===== src/rtl/hazard_ctrl_if.sv =====
`default_nettype none
// ============================================================================
// Module      : hazard_ctrl_if
// Description : Bundle of hazard-detection inputs and pipeline-register
//               control outputs exchanged between the pipeline datapath
//               (master) and the hazard controller (slave).
// Revision    : 1.0 - initial release
// ============================================================================
interface hazard_ctrl_if;
  logic [2:0] id_rs1;
  logic [2:0] id_rs2;
  logic       id_uses_rs1;
  logic       id_uses_rs2;
  logic [2:0] ex_dest;
  logic       ex_mem_read;
  logic       branch_taken;
  logic       mem_busy;
  logic       pc_write;
  logic       ifid_write;
  logic       ifid_flush;
  logic       idex_write;
  logic       idex_bubble;
  logic       exmem_write;
  logic [1:0] state_o;

  // Datapath side: presents hazard sources, consumes register controls
  modport master (
    output id_rs1, id_rs2, id_uses_rs1, id_uses_rs2, ex_dest, ex_mem_read,
           branch_taken, mem_busy,
    input  pc_write, ifid_write, ifid_flush, idex_write, idex_bubble,
           exmem_write, state_o
  );

  // Controller side
  modport slave (
    input  id_rs1, id_rs2, id_uses_rs1, id_uses_rs2, ex_dest, ex_mem_read,
           branch_taken, mem_busy,
    output pc_write, ifid_write, ifid_flush, idex_write, idex_bubble,
           exmem_write, state_o
  );
endinterface
`default_nettype wire


===== src/rtl/hazard_ctrl.sv =====
`default_nettype none
// ============================================================================
// Module      : hazard_ctrl
// Description : Pipeline hazard controller for the 8-bit five-stage core.
//               Generates IF/ID, ID/EX and EX/MEM load/flush/bubble controls:
//               load-use stall, taken-branch flush window of FLUSH_CYCLES
//               unfrozen cycles, and whole-pipeline freeze on mem_busy.
//               Optional macro HAZARD_STATS_EN adds saturating event counters
//               (stall_cnt, flush_cnt, freeze_cnt).
// Revision    : 1.0 - initial release
// ============================================================================
module hazard_ctrl #(
  parameter int FLUSH_CYCLES = 1
) (
  input  wire logic        clk,
  input  wire logic        rst,
  hazard_ctrl_if.slave     bus
`ifdef HAZARD_STATS_EN
  ,
  output logic [15:0]      stall_cnt,
  output logic [15:0]      flush_cnt,
  output logic [15:0]      freeze_cnt
`endif
);

  localparam logic [1:0] c_ST_RUN    = 2'd0;
  localparam logic [1:0] c_ST_FLUSH  = 2'd1;
  // fcnt preload: the branch cycle itself is the first flush cycle
  localparam logic [1:0] c_FCNT_INIT = 2'(FLUSH_CYCLES - 1);

  logic [1:0] state_q, state_d;
  logic [1:0] fcnt_q, fcnt_d;

  logic w_hazard;
  logic w_is_stall;
  logic w_is_branch;
  logic w_is_freeze;

  // Load-use hazard: load in EX writes a register the ID instruction reads
  always_comb begin
    w_hazard = bus.ex_mem_read &
               ((bus.id_uses_rs1 & (bus.id_rs1 == bus.ex_dest)) |
                (bus.id_uses_rs2 & (bus.id_rs2 == bus.ex_dest)));
  end

  // Priority decode of outputs and next state: reset, freeze, flush, branch, stall
  always_comb begin
    bus.pc_write    = 1'b1;
    bus.ifid_write  = 1'b1;
    bus.ifid_flush  = 1'b0;
    bus.idex_write  = 1'b1;
    bus.idex_bubble = 1'b0;
    bus.exmem_write = 1'b1;
    state_d         = c_ST_RUN;
    fcnt_d          = 2'd0;
    w_is_stall      = 1'b0;
    w_is_branch     = 1'b0;
    w_is_freeze     = 1'b0;

    if (rst) begin
      bus.pc_write    = 1'b0;
      bus.ifid_flush  = 1'b1;
      bus.idex_bubble = 1'b1;
    end else if (bus.mem_busy) begin
      // Whole pipeline holds; a pending branch is re-presented later
      bus.pc_write    = 1'b0;
      bus.ifid_write  = 1'b0;
      bus.idex_write  = 1'b0;
      bus.exmem_write = 1'b0;
      state_d         = state_q;
      fcnt_d          = fcnt_q;
      w_is_freeze     = 1'b1;
    end else if (state_q == c_ST_FLUSH) begin
      // EX holds a bubble here, so hazards and branches are not examined
      bus.ifid_flush  = 1'b1;
      bus.idex_bubble = 1'b1;
      if (fcnt_q <= 2'd1) begin
        state_d = c_ST_RUN;
        fcnt_d  = 2'd0;
      end else begin
        state_d = c_ST_FLUSH;
        fcnt_d  = fcnt_q - 2'd1;
      end
    end else if (bus.branch_taken) begin
      bus.ifid_flush  = 1'b1;
      bus.idex_bubble = 1'b1;
      w_is_branch     = 1'b1;
      if (FLUSH_CYCLES == 1) begin
        state_d = c_ST_RUN;
        fcnt_d  = 2'd0;
      end else begin
        state_d = c_ST_FLUSH;
        fcnt_d  = c_FCNT_INIT;
      end
    end else if (w_hazard) begin
      bus.pc_write    = 1'b0;
      bus.ifid_write  = 1'b0;
      bus.idex_bubble = 1'b1;
      w_is_stall      = 1'b1;
    end
  end

  // State and flush counter registers
  always_ff @(posedge clk) begin
    if (rst) begin
      state_q <= c_ST_RUN;
      fcnt_q  <= 2'd0;
    end else begin
      state_q <= state_d;
      fcnt_q  <= fcnt_d;
    end
  end

  // Current state is visible for debug and pipeline tracing
  always_comb begin
    bus.state_o = state_q;
  end

`ifdef HAZARD_STATS_EN
  logic [15:0] stall_cnt_q, stall_cnt_d;
  logic [15:0] flush_cnt_q, flush_cnt_d;
  logic [15:0] freeze_cnt_q, freeze_cnt_d;

  // Saturating event counters
  always_comb begin
    stall_cnt_d  = stall_cnt_q;
    flush_cnt_d  = flush_cnt_q;
    freeze_cnt_d = freeze_cnt_q;
    if (w_is_stall && (stall_cnt_q != 16'hFFFF)) begin
      stall_cnt_d = stall_cnt_q + 16'd1;
    end
    if (w_is_branch && (flush_cnt_q != 16'hFFFF)) begin
      flush_cnt_d = flush_cnt_q + 16'd1;
    end
    if (w_is_freeze && (freeze_cnt_q != 16'hFFFF)) begin
      freeze_cnt_d = freeze_cnt_q + 16'd1;
    end
  end

  // Counter registers
  always_ff @(posedge clk) begin
    if (rst) begin
      stall_cnt_q  <= 16'd0;
      flush_cnt_q  <= 16'd0;
      freeze_cnt_q <= 16'd0;
    end else begin
      stall_cnt_q  <= stall_cnt_d;
      flush_cnt_q  <= flush_cnt_d;
      freeze_cnt_q <= freeze_cnt_d;
    end
  end

  assign stall_cnt  = stall_cnt_q;
  assign flush_cnt  = flush_cnt_q;
  assign freeze_cnt = freeze_cnt_q;
`endif

endmodule
`default_nettype wire


===== src/flat_wrapper.sv =====
// flat-port wrapper written by rule: the top's interface ports become plain ports
module hazard_ctrl_flat 
#(
  parameter int FLUSH_CYCLES = 1
)
  (clk, rst, bus_id_rs1, bus_id_rs2, bus_id_uses_rs1, bus_id_uses_rs2, bus_ex_dest, bus_ex_mem_read, bus_branch_taken, bus_mem_busy, bus_pc_write, bus_ifid_write, bus_ifid_flush, bus_idex_write, bus_idex_bubble, bus_exmem_write, bus_state_o);
  hazard_ctrl_if bus_i ();
  input  wire logic clk;
  input  wire logic rst;
  input wire logic [$bits(bus_i.id_rs1)-1:0] bus_id_rs1;
  input wire logic [$bits(bus_i.id_rs2)-1:0] bus_id_rs2;
  input wire logic [$bits(bus_i.id_uses_rs1)-1:0] bus_id_uses_rs1;
  input wire logic [$bits(bus_i.id_uses_rs2)-1:0] bus_id_uses_rs2;
  input wire logic [$bits(bus_i.ex_dest)-1:0] bus_ex_dest;
  input wire logic [$bits(bus_i.ex_mem_read)-1:0] bus_ex_mem_read;
  input wire logic [$bits(bus_i.branch_taken)-1:0] bus_branch_taken;
  input wire logic [$bits(bus_i.mem_busy)-1:0] bus_mem_busy;
  output wire logic [$bits(bus_i.pc_write)-1:0] bus_pc_write;
  output wire logic [$bits(bus_i.ifid_write)-1:0] bus_ifid_write;
  output wire logic [$bits(bus_i.ifid_flush)-1:0] bus_ifid_flush;
  output wire logic [$bits(bus_i.idex_write)-1:0] bus_idex_write;
  output wire logic [$bits(bus_i.idex_bubble)-1:0] bus_idex_bubble;
  output wire logic [$bits(bus_i.exmem_write)-1:0] bus_exmem_write;
  output wire logic [$bits(bus_i.state_o)-1:0] bus_state_o;
  assign bus_i.id_rs1 = bus_id_rs1;
  assign bus_i.id_rs2 = bus_id_rs2;
  assign bus_i.id_uses_rs1 = bus_id_uses_rs1;
  assign bus_i.id_uses_rs2 = bus_id_uses_rs2;
  assign bus_i.ex_dest = bus_ex_dest;
  assign bus_i.ex_mem_read = bus_ex_mem_read;
  assign bus_i.branch_taken = bus_branch_taken;
  assign bus_i.mem_busy = bus_mem_busy;
  assign bus_pc_write = bus_i.pc_write;
  assign bus_ifid_write = bus_i.ifid_write;
  assign bus_ifid_flush = bus_i.ifid_flush;
  assign bus_idex_write = bus_i.idex_write;
  assign bus_idex_bubble = bus_i.idex_bubble;
  assign bus_exmem_write = bus_i.exmem_write;
  assign bus_state_o = bus_i.state_o;
  hazard_ctrl #(.FLUSH_CYCLES(FLUSH_CYCLES)) u_core (.clk(clk), .rst(rst), .bus(bus_i));
endmodule

===== config.mk =====
export PLATFORM = sky130hd
export DESIGN_NAME = hazard_ctrl_flat
export DESIGN_NICKNAME = d
export VERILOG_FILES = /design/src/rtl/hazard_ctrl_if.sv /design/src/rtl/hazard_ctrl.sv /design/src/flat_wrapper.sv
export SDC_FILE = /design/constraint.sdc
export NUM_CORES = 1
export LEC_CHECK = 0
export CORE_AREA = 2 2 39 41
export DETAILED_ROUTE_END_ITERATION = 6
export DIE_AREA = 0 0 41 43
export PLACE_DENSITY = 0.51
export SYNTH_ARGS = -nofsm -noshare
export SYNTH_HDL_FRONTEND = slang
export SYNTH_SLANG_ARGS = --single-unit

===== constraint.sdc =====
create_clock -name clk -period 2.2 [get_ports clk]
set_input_delay 0.55 -clock clk [delete_from_list [all_inputs] [get_ports clk]]
set_output_delay 0.55 -clock clk [all_outputs]
set_load 0.01 [all_outputs]

==> results of run 1 <==
-- power by group through the flow --
stage	clock network (mW)	registers [mW]	logic (mW)
2_1_floorplan	0	0.0555	0.0278
5_1_grt	0.100	0.0546	0.0821
6_report	0.0943	0.0547	0.0750
4_1_cts	0.0984	0.0547	0.0731
3_3_place_gp	0	0.0555	0.0774
3_5_place_dp	0	0.0555	0.0769
-- how the worst max path moves through the flow --
stage	to	slack [ns]	depth (start not counted)
6_report	bus_ifid_write	0.06	7
5_1_grt	bus_ifid_write	-0.05	7
4_1_cts	bus_ifid_write	-0.09	7
3_5_place_dp	bus_pc_write	-0.52	6
3_3_place_gp	bus_pc_write	-0.52	6
2_1_floorplan	bus_idex_bubble	0.49	3
-- critical path: cells and delay by family --
| family | cells | cell delay [ns] |
|---|---|---|
| AO/OA/AOI/OAI | 1 | 0.10 |
| XOR/XNOR | 1 | 0.18 |
| buffers and inverters | 3 | 0.52 |
| AND/OR/NAND/NOR | 2 | 0.24 |
-- metrics by stage --
step	hold slack (ns)	util [%]	area, µm²	std cells
floorplan	0.450	-	246	31
global placement	0.468	35.7	494	70
detailed placement	0.474	35.7	494	70
CTS	0.478	37.4	518	75
global route	0.502	39.2	542	75
finish	0.481	39.2	542	75
-- cells in the final DEF, fill, tap and decap left out --
cell type / netlist / layout
dlygate4sd2_1: 0 / 9
clkbuf_1: 0 / 1
a31o_2: 1 / 1
xnor2_1: 6 / 6
nor2_4: 0 / 1
nand2_1: 1 / 1
dfxtp_1: 3 / 3
buf_6: 0 / 2
o21ai_1: 0 / 1
inv_1: 3 / 2
a311oi_2: 1 / 1
nand4_1: 2 / 2
nor2_2: 0 / 1
dlymetal6s2s_1: 0 / 5
nand3_1: 1 / 1
nor2_1: 3 / 1
buf_2: 0 / 2
inv_2: 0 / 1
clkbuf_4: 0 / 3
nor3b_1: 1 / 1
buf_4: 2 / 3
o211a_1: 1 / 1
a41oi_2: 0 / 1
a21oi_1: 2 / 2
nand2_2: 1 / 1
clkdlybuf4s50_1: 0 / 5
conb_1: 1 / 1
-- repair_timing --
action,CTS,global route
pin swaps,4,5
hold buffers,0,0
resized for setup,24,10
setup endpoints to repair,6,5
buffers inserted,1,0
-- cell families after synthesis --
logic type / Yosys count
buffers and inverters: 5
flip-flops: 3
XOR/XNOR: 6
AO/OA/AOI/OAI: 7
other: 1
AND/OR/NAND/NOR: 9
-- sequential cells by signal, summed over array words and instances (netlist names) --
register / cells
u_core.bus.state_o: 1
u_core.fcnt_q: 2
-- routing by layer --
| metal | share of wire [%] | wire, µm | vias up | track usage (%) |
|---|---|---|---|---|
| li1 | - | - | 161 | - |
| met1 | 40 | 302 | 144 | 12.8 |
| met2 | 51 | 392 | 17 | 11.9 |
| met3 | 9.0 | 69 | 0 | 1.05 |
| met4 | 0 | 0 | 0 | 8.00 |
| met5 | 0 | 0 | - | 0 |
-- final cells by class --
class	count	area, µm²	share of cell area, %
Timing Repair Buffer	26	246	45.5
Multi-Input combinational cell	23	178	32.8
Sequential cell	3	60.1	11.1
Clock buffer	4	26.3	4.85
Tap cell	16	20.0	3.70
Inverter	3	11.3	2.08
==> out/metrics.csv, run 1 <==
stage,metric,value,unit
synth,synth_compound_area_share,23.4,%
sta,report.final.slew_viol_count,0,
power,p_int,0.167,mW
synth,synth-simple-area-share,18.8,%
synth,synth_area,246,µm²
clocking,clkTransAtPathRegs,0.04,ns
placement,place_ws,-0.522,ns
clocking,cts-htree-levels,1,
sta,fin_crit,2.14,ns
outcome,status,"complete, no violations",
synth,synth_top_family_by_area,compound AO/OA/AOI/OAI gates,
power,p_total,0.224,mW
power,swShare,25.6,%
final_layout,fillers,150,
drt,drt_iter0_markers,2,
hold_path,holdPathStages,2,
clocking,numCtsBuffers,3,
clocking,cts-root-buf,clkbuf_4,
global_routing,grt_pass1_wl,1120,µm
setup_path,startpoint,bus_ex_dest[1],
hold_path,hold_path.class,reg -> reg,
power,p_per_area,413,nW/µm²
synth,synthXorXnorAreaFrac,21.3,%
setup_path,cp.required,1.65,ns
clocking,clockBufferDepth,2,
final_layout,drive_gt1_share,28.8,%
floorplanning,ioPinCount,24,
synth,synth_seq_area_share,24.4,%
power,sequentialPowerShare,24.4,%
power,clkPwrFrac,42.1,%
synth,synth_top_area_share,24.4,%
sta,setup_violations,0,
synth,ys_ff_latch,3,
sta,rsz0062_at_grt,yes,
setup_path,crit_chain,dlygate4sd2_1 -> xnor2_1 -> nand4_1 -> nand2_2 -> buf_6 -> a41oi_2 -> buf_2,
run,max-cap-violations,0,
drt,route.antenna.remaining_nets,0,
power,power.leakage,0.272,nW
synth,muxShareOfSynthArea,0,%
setup_path,cpPeakStageDelay,0.27,ns
setup_path,critPathSlowestCell,dlygate4sd2_1,
sta,worst_slack,0.0578,ns
global_routing,grtUsageTotal,9.22,%
synth,async_flop_share,0,%
setup_path,r2r_cells,2,
synth,syn_area_per_cell,7.95,µm²
synth,synth.distinct_cells,17,
sta,tns,0,ns
drt,drtPass1Iterations,2,
drt,vias_per_cell,4.29,
floorplanning,start_util,17.8,%
sta,fin_crit_sh,97.4,%
global_routing,grt_max_degree,6,
clocking,worstSkewPairLatency,0.23,ns
sta,max_freq,0.467,GHz
setup_path,rr_endpoint,u_core.fcnt_q[1],
floorplanning,die_w,41,µm
synth,synth_nets,47,
setup_path,cp.arrival,1.59,ns
power,vdd_ir_drop_max,0.157,mV
drt,wl,764,µm
setup_path,start_kind,input port,
final_layout,area_growth,120,%
sta,hold_viol_final,0,
drt,drc,0,
synth,synthFlopType,dfxtp_1,
global_routing,grt_overflow,0,
synth,synth_common_cells,"6 x xnor2_1, 3 x dfxtp_1, 3 x inv_1, 3 x nor2_1",
placement,place_congestion,0.612,
hold_path,hp-start,u_core.fcnt_q[0],
placement,dpl.hpwl,549,µm
global_routing,grt_pass1_vias,284,
setup_path,endpoint_kind,output port,
drt,wire_per_inst,10.2,µm
clocking,tritoncts,done,
drt,vias,322,
power,switchingPower,0.0574,mW
synth,synth-adder-area-share,0,%
setup_path,path_max_fanout,3,
synth,synth.most_common_cell,xnor2_1,
hold_path,hold_end,u_core.fcnt_q[0],
power,comb_power_share,33.5,%
global_routing,antenna_found_initial,0,
synth,yosys-top-cells-area,"dfxtp_1 24%, xnor2_1 21%, a311oi_2 6.1%",
floorplanning,die_area,1760,µm²
setup_path,r2r-start,u_core.bus.state_o[0],
final_layout,fin_nets,76,
synth,synth_edf_count,0,
clocking,cts.sink_count,3,
synth,yosys_warnings,0,
floorplanning,die_y,43,µm
placement,io_buffers,22,
synth,synth_top_cell_by_area,dfxtp_1,
sta,fin_skew,0.000120,ns
setup_path,worstSetupPathType,in -> out,
final_layout,diodes,0,
synth,synthCells,31,
setup_path,reg2reg_slack,1.42,ns
floorplanning,core_area,1380,µm²
floorplanning,rows,14,
Note: power is estimated with default switching activity, not from simulation.
==> inputs of run 2 (changes only) <==
ABC_AREA = 1   (was default)
PLACE_DENSITY = 0.55   (was 0.51)
TNS_END_PERCENT = 30   (was default)
==> out/metrics.csv, run 2 <==
stage,metric,value,unit,change
power,vdd_ir_drop_max,0.421,mV,+170%
placement,place_area,548,µm²,+11%
synth,synth.most_common_cell,nand2_1,,
sta,fin_skew,0.00123,ns,+0.00111 ns
floorplanning,rows,14,,unchanged
setup_path,crit_chain,clkdlybuf4s50_1 -> buf_4 -> nand2_1 -> dlygate4sd2_1,,
placement,place_congestion,0.673,,+10%
final_layout,top_register,u_core.fcnt_q,,
floorplanning,core_area,1380,µm²,unchanged
sta,fin_crit_sh,95.2,%,-2.2 points
hold_path,hp-start,u_core.fcnt_q[0],,
final_layout,fillers,152,,+1.3%
synth,synth_area,293,µm²,+19%
setup_path,critPathTopFamily,buffers and inverters,,
floorplanning,die_area,1760,µm²,unchanged
floorplanning,ioPinCount,24,,unchanged
setup_path,cp.required,1.65,ns,about the same
synth,synthCells,58,,+87%
clocking,numCtsBuffers,3,,unchanged
clocking,tritoncts,done,,
clocking,clkTransAtPathRegs,0.04,ns,about the same
placement,place_inst,98,,+40%
setup_path,cpPeakStageDelay,0.49,ns,+0.22 ns
sta,max_freq,0.478,GHz,+2.3%
clocking,clockBufferDepth,2,,unchanged
sta,report.final.slew_viol_count,0,,unchanged
final_layout,layout_common_cells,"25 x nand2_1, 10 x inv_1, 9 x dlygate4sd2_1",,
final_layout,diodes,0,,unchanged
clocking,cts.sink_count,3,,unchanged
synth,synth_top_cell_by_area,nand2_1,,
drt,wire_per_inst,7.72,µm,-24%
final_layout,fin_nets,103,,+36%
synth,yosys-top-cells-area,"nand2_1 32%, dfxtp_1 21%, inv_1 14%",,
sta,setup_violations,0,,unchanged
final_layout,final_cells,102,,+36%
power,p_per_area,389,nW/µm²,-5.8%
sta,fin_crit,2.09,ns,-0.0481 ns
hold_path,holdPathStages,2,,unchanged
global_routing,grt_overflow,0,,unchanged
synth,synth_top_area_share,32.1,%,+7.7 points
global_routing,grt_pass1_vias,363,,+28%
setup_path,critPathSlowestCell,clkdlybuf4s50_1,,
synth,synth_common_cells,"25 x nand2_1, 11 x inv_1, 7 x nor2_1, 3 x dfxtp_1, 2 x buf_4",,
drt,route.antenna.remaining_nets,0,,unchanged
setup_path,reg2reg_slack,1.52,ns,+0.10 ns
drt,drt_iter0_markers,0,,-2
synth,synth.distinct_cells,15,,-2
drt,vias_per_cell,3.89,,-9.3%
final_layout,final_common_cell,nand2_1,,
clocking,worstSkewPairLatency,0.23,ns,about the same
setup_path,critPathBufInv,3,,unchanged
run,max-cap-violations,0,,unchanged
setup_path,rr_endpoint,u_core.fcnt_q[0],,
global_routing,grt_max_degree,6,,unchanged
final_layout,design_area,561,µm²,+3.5%
synth,synthFlopType,dfxtp_1,,
floorplanning,start_util,21.2,%,+3.3 points
clocking,post-cts-setup-buffers,0,,-1
synth,syn_area_per_cell,5.05,µm²,-37%
final_layout,largest_reg_flops,2,,unchanged
setup_path,cp.arrival,1.54,ns,-0.05 ns
drt,vias,397,,+23%
global_routing,grtUsageTotal,10.2,%,+1.0 points
setup_path,r2r_cells,2,,unchanged
placement,io_buffers,22,,unchanged
drt,drc,0,,unchanged
setup_path,endpoint_kind,output port,,
drt,drtPass1Iterations,1,,-1
synth,synth_edf_count,0,,unchanged
setup_path,path_max_fanout,4,,+1
setup_path,start_kind,input port,,
sta,rsz0062_at_grt,no,,
setup_path,r2r-start,u_core.bus.state_o[0],,
synth,ys_ff_latch,3,,unchanged
final_layout,drive_gt1_share,15.1,%,-14 points
setup_path,worstSetupPathType,in -> out,,
synth,yosys_warnings,0,,unchanged
floorplanning,die_y,43,µm,unchanged
outcome,status,"complete, no violations",,
global_routing,antenna_found_initial,0,,unchanged
final_layout,area_growth,91.5,%,
sta,hold_viol_final,0,,unchanged
hold_path,hold_end,u_core.fcnt_q[1],,
placement,dpl.hpwl,628,µm,+14%
clocking,cts-root-buf,clkbuf_4,,
hold_path,hold_path.class,reg -> reg,,
synth,synth_nets,74,,+57%
floorplanning,die_w,41,µm,unchanged
global_routing,grt_pass1_wl,1210,µm,+8.0%
synth,async_flop_share,0,%,unchanged
drt,wl,787,µm,+3.0%
synth,synth_seq_area_share,20.5,%,-3.9 points
clocking,cts-htree-levels,1,,unchanged
power,power.leakage,0.345,nW,+27%
==> run 2: cell types whose count changed after synthesis, sizes merged, moves of 5 or more <==
cell / before / now
nand2: 2 / 25
xnor2: 6 / 0
inv: 3 / 12
nor2: 3 / 8
==> run 2: per-layer routing <==
layer	GRT usage, %	vias to the layer above	part of all wire, %
li1	-	223	-
met1	11.2	154	42
met2	15.0	18	43
met3	3.66	2	13
met4	8.00	0	2.3
met5	0	-	0
==> run 2: power by group <==
part           switching (mW)  total (mW)  internal (mW)  leakage, nW
sequential                  0      0.0547         0.0547       0.0241
clock                  0.0286      0.0966         0.0680       0.0150
combinational          0.0300      0.0670         0.0370        0.305
==> run 2: layout make-up <==
cell class	instances	area, µm²	area share, %
clock buffers	4	26.3	4.69
well taps	16	20.0	3.57
multi-input cells	41	173	30.8
flip-flops and latches	3	60.1	10.7
inverters	12	45.0	8.04
repair buffers	26	236	42.2
==> run 2: cell families after synthesis <==
| kind of cell | after synthesis | share of synthesized area, % |
|---|---|---|
| buffers and inverters | 14 | 20.5 |
| other | 1 | 1.28 |
| AO/OA/AOI/OAI | 5 | 10.7 |
| AND/OR/NAND/NOR | 35 | 47.0 |
| flip-flops | 3 | 20.5 |
==> run 2: repair_timing <==
item	4_1_cts	5_1_grt
endpoints found under the setup margin	6	3
hold buffers	0	0
pin swaps	2	8
resized for setup	19	7
==> run 2: how the worst max path moves through the flow <==
stage          slack [ns]  cells past startpoint        startpoint         endpoint
6_report             0.11                      4      bus_mem_busy  bus_exmem_write
5_1_grt             0.008                      4  bus_branch_taken   bus_ifid_flush
4_1_cts             -0.14                     10     bus_id_rs1[2]  bus_idex_bubble
3_5_place_dp        -0.52                     10    bus_ex_dest[0]  bus_idex_bubble
3_3_place_gp        -0.53                     10    bus_ex_dest[0]  bus_idex_bubble
2_1_floorplan        0.54                      3  bus_branch_taken  bus_idex_bubble
==> run 2: through the flow <==
stage                     worst slack [ns]  power [mW]  hold slack [ns]  utilization [%]  setup TNS (ns)
after global placement              -0.530       0.134            0.454             39.6           -2.01
final                                0.106       0.218            0.458             40.5               0
after global routing               0.00797       0.236            0.479             40.5               0
after CTS                           -0.140       0.225            0.460             40.0          -0.244
after floorplan                      0.538      0.0847            0.436                -               0
after detailed placement            -0.525       0.134            0.458             39.6           -1.97
==> run 2: worst register-to-register path, delay by kind of cell, from the launching register on <==
family / cells / cell delay, ns
flops: 1 / 0.39
compound gates: 1 / 0.11
simple gates: 1 / 0.11
==> inputs of run 3 (changes only) <==
clock period = 2.6 ns   (was 2.2 ns; I/O delays follow)
==> out/metrics.csv, run 3 (same netlist as run 2, synthesis figures left out) <==
stage,metric,value,unit,change
outcome,status,"complete, no violations",,
floorplanning,ioPinCount,24,,unchanged
floorplanning,start_util,21.2,%,unchanged
setup_path,cpMostUsedCell,clkdlybuf4s50_1,,
final_layout,final_core_util,40.2,%,-0.27 points
power,vdd_ir_drop_max,0.219,mV,-48%
clocking,tritoncts,done,,
floorplanning,die_area,1760,µm²,unchanged
setup_path,rr_endpoint,u_core.fcnt_q[0],,
setup_path,cp.arrival,1.90,ns,+0.36 ns
setup_path,cp.required,1.95,ns,+0.30 ns
final_layout,layout_common_cells,"25 x nand2_1, 14 x clkdlybuf4s50_1, 11 x inv_1",,
clocking,cts-root-buf,clkbuf_4,,
drt,drt_iter0_markers,0,,unchanged
setup_path,r2r-start,u_core.bus.state_o[0],,
global_routing,grtUsageTotal,10.4,%,+0.20 points
placement,place_congestion,0.664,,-1.4%
hold_path,hold_path.class,reg -> reg,,
drt,vias_per_cell,3.88,,-0.25%
sta,setup_violations,0,,unchanged
clocking,post-cts-setup-buffers,0,,unchanged
global_routing,antenna_found_initial,0,,unchanged
final_layout,largest_reg_flops,2,,unchanged
final_layout,diodes,0,,unchanged
drt,drtPass1Iterations,1,,unchanged
drt,wire_per_inst,7.81,µm,+1.3%
sta,rsz0062_at_grt,no,,
floorplanning,die_w,41,µm,unchanged
sta,fin_skew,0.00388,ns,+0.00264 ns
drt,vias,396,,-0.25%
floorplanning,die_y,43,µm,unchanged
sta,fin_crit_sh,98.0,%,
clocking,holdBufCountCts,0,,unchanged
placement,place_area,548,µm²,unchanged
sta,hold_viol_final,0,,unchanged
setup_path,reg2reg_slack,1.90,ns,+0.38 ns
global_routing,grt_pass1_wl,1280,µm,+5.1%
global_routing,grt_pass1_vias,384,,+5.8%
run,max-cap-violations,0,,unchanged
clocking,numCtsBuffers,3,,unchanged
clocking,cts.sink_count,3,,unchanged
placement,dpl.hpwl,684,µm,+9.0%
setup_path,r2r_cells,2,,unchanged
setup_path,cpPeakStageDelay,0.55,ns,+0.06 ns
setup_path,worstSetupPathType,in -> out,,
drt,route.antenna.remaining_nets,0,,unchanged
final_layout,fin_nets,103,,unchanged
final_layout,final_common_cell,nand2_1,,
setup_path,crit_chain,clkdlybuf4s50_1 -> buf_4 -> nand2_1 -> clkdlybuf4s50_1,,
setup_path,endpoint_kind,output port,,
clocking,clockBufferDepth,2,,unchanged
power,p_per_area,337,nW/µm²,-13%
final_layout,area_growth,90.2,%,
floorplanning,core_area,1380,µm²,unchanged
global_routing,grt_max_degree,6,,unchanged
drt,wl,797,µm,+1.3%
sta,max_freq,0.392,GHz,
power,power.leakage,0.305,nW,-12%
sta,fin_crit,2.55,ns,
final_layout,design_area,557,µm²,-0.67%
drt,drc,0,,unchanged
final_layout,top_register,u_core.fcnt_q,,
setup_path,critPathSlowestCell,clkdlybuf4s50_1,,
setup_path,start_kind,input port,,
final_layout,drive_gt1_share,14.0,%,-1.2 points
setup_path,path_max_fanout,4,,unchanged
floorplanning,rows,14,,unchanged
clocking,worstSkewPairLatency,0.23,ns,about the same
sta,tns,0,ns,unchanged
sta,report.final.slew_viol_count,0,,unchanged
setup_path,startpoint,bus_mem_busy,,
clocking,clkTransAtPathRegs,0.04,ns,about the same
placement,io_buffers,22,,unchanged
clocking,cts-htree-levels,1,,unchanged
global_routing,grt_overflow,0,,unchanged
setup_path,endpoint,bus_exmem_write,,
## run 3: changes by cell type in the layout (fill, tap and decap cells not counted)
cell             change
inv_2                -1
dlymetal6s2s_1       -4
dlygate4sd2_1        -5
clkdlybuf4s50_1      +9
clkbuf_2             +2
buf_2                -2
inv_1                +1
## run 3: cell type report
type,count,area (µm²)
flip-flops and latches,3,60.1
clock buffers,4,26.3
fillers,159,827
inverters,12,45.0
well taps,16,20.0
repair buffers,26,233
multi-input cells,41,173
## run 3: through the flow
| step | hold WS [ns] | power (mW) | instances | setup WS [ns] |
|---|---|---|---|---|
| after global placement | 0.451 | 0.114 | 98 | -0.315 |
| final | 0.462 | 0.188 | 102 | 0.0522 |
| after floorplan | 0.436 | 0.0716 | 58 | 0.738 |
| after global routing | 0.483 | 0.199 | 102 | 0.0140 |
| after detailed placement | 0.472 | 0.113 | 98 | -0.316 |
| after CTS | 0.472 | 0.193 | 102 | 0.00546 |
## run 3: routing by layer
layer	share of wire, %	global-route usage [%]	up-vias
met3	10	0	2
li1	-	-	223
met2	46	17.5	18
met4	1.9	8.00	0
met5	0	0	-
met1	42	11.5	153
## run 3: report_power, final
group / internal [mW] / switching, mW / leakage [nW] / total (mW)
combinational: 0.0351 / 0.0253 / 0.266 / 0.0604
sequential: 0.0463 / 0 / 0.0241 / 0.0463
clock: 0.0575 / 0.0237 / 0.0150 / 0.0812
total: 0.139 / 0.0491 / 0.305 / 0.188
## run 3: worst min path at each step
| stage | startpoint | endpoint | slack, ns | cells after the start |
|---|---|---|---|---|
| finish | u_core.fcnt_q[0] | u_core.fcnt_q[1] | 0.46 | 2 |
| global route | u_core.fcnt_q[0] | u_core.fcnt_q[1] | 0.48 | 2 |
| CTS | u_core.fcnt_q[0] | u_core.fcnt_q[1] | 0.47 | 2 |
| detailed placement | u_core.fcnt_q[0] | u_core.fcnt_q[1] | 0.47 | 2 |
| global placement | u_core.fcnt_q[0] | u_core.fcnt_q[1] | 0.45 | 2 |
| floorplan | u_core.fcnt_q[1] | u_core.fcnt_q[1] | 0.44 | 2 |
## run 3: critical path: cells and delay by family
family,cells,cell delay (ns)
buffers and inverters,3,1.13
AND/OR/NAND/NOR,1,0.11
## run 3: timing repair
item / CTS / global route
endpoints found under the setup margin: 3 / 4
resized for setup: 9 / 5
pin swaps: 1 / 0
hold endpoints to repair: 0 / 0
